### config.mk
export PLATFORM = sky130hd
export DESIGN_NAME = mul
export DESIGN_NICKNAME = d
export VERILOG_FILES = /design/src/rtl/mul.sv
export SDC_FILE = /design/constraint.sdc
export NUM_CORES = 1
export LEC_CHECK = 0
export BUFFER_PORTS_ARGS = -buffer_cell sky130_fd_sc_hd__buf_4
export CAP_MARGIN = 20
export CORE_ASPECT_RATIO = 1.1
export CORE_MARGIN = 2
export CORE_UTILIZATION = 58
export CTS_CLUSTER_DIAMETER = 120
export CTS_CLUSTER_SIZE = 16
export DETAILED_ROUTE_END_ITERATION = 8
export GPL_ROUTABILITY_DRIVEN = 0
export PLACE_DENSITY = 0.88
export SYNTH_ARGS = -nofsm -noshare
export SYNTH_HDL_FRONTEND = slang
export SYNTH_SLANG_ARGS = --single-unit
### constraint.sdc
create_clock -name clk -period 9.1 [get_ports clk]
set_input_delay 1.365 -clock clk [delete_from_list [all_inputs] [get_ports clk]]
set_output_delay 1.365 -clock clk [all_outputs]
set_load 0.1 [all_outputs]
### src/rtl/mul.sv
// Two-stage pipelined BFloat16 multiplier: stage 1 registers the operands,
// stage 2 computes the product, handles the special cases and registers every output.
module mul (
  input  logic        clk,
  input  logic        rst,
  input  logic        in_valid,
  input  logic [15:0] flp_a,
  input  logic [15:0] flp_b,
  output logic        out_valid,
  output logic [8:0]  exponent,
  output logic [8:0]  exp_unbiased,
  output logic [9:0]  exp_sum,
  output logic [6:0]  prod,
  output logic [15:0] sum
);

  // Stage 1: operand capture
  logic [15:0] a_reg, b_reg;
  logic        v1_reg;

  always_ff @(posedge clk) begin
    if (rst) begin
      a_reg  <= '0;
      b_reg  <= '0;
      v1_reg <= 1'b0;
    end else begin
      v1_reg <= in_valid;
      if (in_valid) begin
        a_reg <= flp_a;
        b_reg <= flp_b;
      end
    end
  end

  // Stage 2 datapath
  logic        sign_next;
  logic [7:0]  ea, eb;
  logic [15:0] p_full;
  logic        norm;
  logic [8:0]  exponent_next;
  logic [8:0]  exp_unbiased_next;
  logic [9:0]  exp_sum_next;
  logic [6:0]  prod_next;
  logic [15:0] sum_next;
  logic        a_zero, b_zero, a_inf, b_inf, a_nan, b_nan;

  assign ea        = a_reg[14:7];
  assign eb        = b_reg[14:7];
  assign sign_next = a_reg[15] ^ b_reg[15];
  assign p_full    = {8'd0, 1'b1, a_reg[6:0]} * {8'd0, 1'b1, b_reg[6:0]};
  assign norm      = p_full[15];
  assign prod_next = norm ? p_full[14:8] : p_full[13:7];

  assign exponent_next     = {1'b0, ea} + {1'b0, eb};
  assign exp_unbiased_next = exponent_next - 9'd127;
  assign exp_sum_next      = {1'b0, exponent_next} - 10'd127 + {9'd0, norm};

  assign a_zero = (ea == 8'd0);
  assign b_zero = (eb == 8'd0);
  assign a_nan  = (ea == 8'hFF) && (a_reg[6:0] != 7'd0);
  assign b_nan  = (eb == 8'hFF) && (b_reg[6:0] != 7'd0);
  assign a_inf  = (ea == 8'hFF) && (a_reg[6:0] == 7'd0);
  assign b_inf  = (eb == 8'hFF) && (b_reg[6:0] == 7'd0);

  // Special cases in priority order: NaN, Inf, zero input, overflow, underflow.
  always_comb begin
    sum_next = {sign_next, exp_sum_next[7:0], prod_next};
    if (a_nan || b_nan || (a_inf && b_zero) || (b_inf && a_zero))
      sum_next = 16'h7FC0;
    else if (a_inf || b_inf)
      sum_next = {sign_next, 8'hFF, 7'd0};
    else if (a_zero || b_zero)
      sum_next = {sign_next, 15'd0};
    else if ($signed(exp_sum_next) >= 10'sd255)
      sum_next = {sign_next, 8'hFF, 7'd0};
    else if ($signed(exp_sum_next) <= 10'sd0)
      sum_next = {sign_next, 15'd0};
  end

  // Stage 2: output registers hold their value between valid results
  logic        out_valid_reg;
  logic [8:0]  exponent_reg, exp_unbiased_reg;
  logic [9:0]  exp_sum_reg;
  logic [6:0]  prod_reg;
  logic [15:0] sum_reg;

  always_ff @(posedge clk) begin
    if (rst) begin
      out_valid_reg    <= 1'b0;
      exponent_reg     <= '0;
      exp_unbiased_reg <= '0;
      exp_sum_reg      <= '0;
      prod_reg         <= '0;
      sum_reg          <= '0;
    end else begin
      out_valid_reg <= v1_reg;
      if (v1_reg) begin
        exponent_reg     <= exponent_next;
        exp_unbiased_reg <= exp_unbiased_next;
        exp_sum_reg      <= exp_sum_next;
        prod_reg         <= prod_next;
        sum_reg          <= sum_next;
      end
    end
  end

  assign out_valid    = out_valid_reg;
  assign exponent     = exponent_reg;
  assign exp_unbiased = exp_unbiased_reg;
  assign exp_sum      = exp_sum_reg;
  assign prod         = prod_reg;
  assign sum          = sum_reg;

endmodule

==> impl_metrics.py <==
metrics = {
    "yosys": {
        "synth_top_area_share": 0.292,
        "synth_area_leaders": "dfxtp_1 (29%), fa_1 (12%), ha_1 (9.2%)",
        "synth_seq_cells": 85,
        "synthesis.instances": 655,
        "yosysSeqAreaShare": 0.292,
        "yosys_warnings": 0,
        "netlist_area_um2": 5830,
        "ys.flop_type": "dfxtp_1",
        "synth_fp_nets": 769,
        "synth_cell_types": 57,
        "async_flop_share": 0,
        "synth_enable_flop_cells": 0,
        "synth_largest_area_cell": "dfxtp_1",
        "syn_avg_cell_area_um2": 8.89,
    },
    "drt": {
        "wl_um": 13500,
        "antenna_left": 0,
        "wl_per_cell_um": 15.7,
        "drt-vias-per-instance": 5.75,
        "drt-initial-drc-count": 302,
        "via_count": 4930,
        "drc_errors": 0,
        "first_pass_iters": 5,
    },
    "clocking": {
        "cts_setup_buffers": 0,
        "root_buffer": "clkbuf_8",
        "cts_hold_buffers": 0,
        "htreeDepth": 3,
        "clock_latency_ns": 0.37,
        "cts_tree": "done",
        "post_cts_resized": 0,
        "cts_buffers": 9,
        "clock_path_buffers": 2,
        "path_clk_slew_ns": 0.09,
        "cts_sinks": 85,
    },
    "die": {
        "fp-row-count": 38,
        "coreArea_um2": 9840,
        "num_io_pins": 87,
        "die_h_um": 109,
        "die_area_um2": 10900,
        "die_w_um": 99.6,
        "initial_core_util": 0.592,
    },
    "grt": {
        "antenna_found_initial": 0,
        "grt_max_degree": 66,
        "overflow": 0,
        "grt_pass1_wl_um": 22800,
        "grt_use_total": 0.263,
        "grt_pass1_vias": 4847,
    },
    "setup_path": {
        "crit_buf_inv": 6,
        "cpPeakStageDelay_ns": 0.82,
        "critPathSlowestCell": "a211oi_2",
        "endpoint_kind": "flip-flop",
        "cp-start-kind": "flip-flop",
        "cp_top_family": "adder cells",
        "rr_worst_depth": 26,
        "setup.worst_path.class": "flip-flop to flip-flop",
        "required_ns": 9.38,
        "cpMostUsedCell": "inv_1",
        "cp.depth": 26,
        "worst-path-max-fanout": 15,
        "cp.arrival_ns": 7.66,
    },
    "timing": {
        "final_max_slew_viol_count": 0,
        "timing.fmax_mhz": 135,
        "clock-skew-final_ns": 0.0131,
        "worst_slew_pin_slew_ns": 0.925,
        "rsz0062_at_grt": "no",
        "fin_setup_tns_ns": 0,
        "relSlewSlack": 0.382,
        "fin_crit_ns": 7.38,
        "finalHoldViolCount": 0,
        "setup_viol": 0,
        "finalCritPeriodShare": 0.811,
    },
    "worst_hold_path": {
        "min_path_cells": 2,
        "min_path_type": "flip-flop to flip-flop",
    },
    "power": {
        "leakage_nw": 3.21,
        "ir_drop_v": 0.000128,
        "power_density_nw_per_um2": 151,
    },
    "finish": {
        "area_delta_synth_final_pct": 15.2,
        "diodes": 0,
        "fillerInstances": 733,
        "final_net_count": 846,
        "drive_gt1_frac": 0.155,
        "design_area_um2": 6710,
    },
    "status": {
        "status": "complete, no violations",
    },
    "run": {
        "maxCapViolCount": 0,
    },
    "place": {
        "dp_hpwl_um": 10400,
        "portBuffers": 86,
        "place_area_um2": 6530,
    },
}
## final cells by class
| cell class | instances | area (um^2) | share of cell area |
|---|---|---|---|
| clock buffer | 10 | 128 | 0.0190 |
| clock inverter | 6 | 47.5 | 0.00709 |
| inverter | 78 | 293 | 0.0436 |
| multi-input combinational | 470 | 3730 | 0.556 |
| sequential | 85 | 1700 | 0.254 |
| tap | 120 | 150 | 0.0224 |
| timing repair buffer | 88 | 661 | 0.0985 |
## placed cells by master (no fill, tap or decap), types with 33 or more instances in the layout
cell / n
buf_4: 88
dfxtp_1: 85
inv_1: 78
nor2_1: 76
nand2_1: 43
mux2i_1: 43
ha_1: 43
fa_1: 36
o21ai_0: 34
and2_1: 33
## worst min-delay path, cell delays in order, from the launching register on
cell and delay, ns:
dfxtp_1 0.33, nand2_1 0.04, o21ai_0 0.05
## stage by stage
stage	hold WS (ns)	setup WS, ns	power [mW]	std cells	utilization
6_report	0.460	1.72	1.01	857	0.682
5_1_grt	0.496	1.12	1.06	857	0.682
4_1_cts	0.468	1.73	1.01	857	0.682
3_5_place_dp	0.448	1.74	0.771	841	0.664
3_3_place_gp	0.448	2.10	0.760	841	0.664
2_1_floorplan	0.481	2.76	0.689	655	-
## Yosys cell counts (7+ instances only)
master,instances
a211oi_1,14
a21oi_1,21
and2_1,33
clkbuf_1,17
dfxtp_1,85
fa_1,36
ha_1,43
inv_1,78
mux2i_1,43
nand2_1,43
nand4_1,7
nor2_1,76
nor4_1,9
o21ai_0,34
o31ai_1,10
xnor2_1,17
xor2_1,12
## worst paths after layout
path                                            start              endpoint  slack, ns
worst max-delay path            b_reg[6]$_SDFFE_PP0P_   sum[5]$_SDFFE_PP0P_       1.72
worst min-delay path             prod[1]$_SDFFE_PP0P_  prod[1]$_SDFFE_PP0P_       0.46
worst max register to register  b_reg[6]$_SDFFE_PP0P_   sum[5]$_SDFFE_PP0P_       1.72
worst min register to register   prod[1]$_SDFFE_PP0P_  prod[1]$_SDFFE_PP0P_       0.46
## metal layers
layer / GRT usage / part of all wire
met5: 0 / 0
met1: 0.309 / 0.40
met2: 0.465 / 0.52
met4: 0.123 / 0.032
met3: 0.0462 / 0.046
## where the power goes
| group | internal, mW | total (mW) | switching, mW |
|---|---|---|---|
| clock | 0.101 | 0.245 | 0.144 |
| sequential | 0.395 | 0.419 | 0.0235 |
| combinational | 0.107 | 0.347 | 0.240 |
| total | 0.603 | 1.01 | 0.407 |
## cell families (layout without fill, tap and decap cells)
| logic type | after synthesis | after routing | share of synthesized area |
|---|---|---|---|
| simple gates | 206 | 206 | 0.177 |
| compound gates | 113 | 113 | 0.130 |
| buf+inv | 100 | 182 | 0.0679 |
| flops | 85 | 85 | 0.292 |
| fa+ha+maj | 79 | 79 | 0.216 |
| mux | 43 | 43 | 0.0739 |
| xor+xnor | 29 | 29 | 0.0436 |
(Power assumes the default switching activity.)
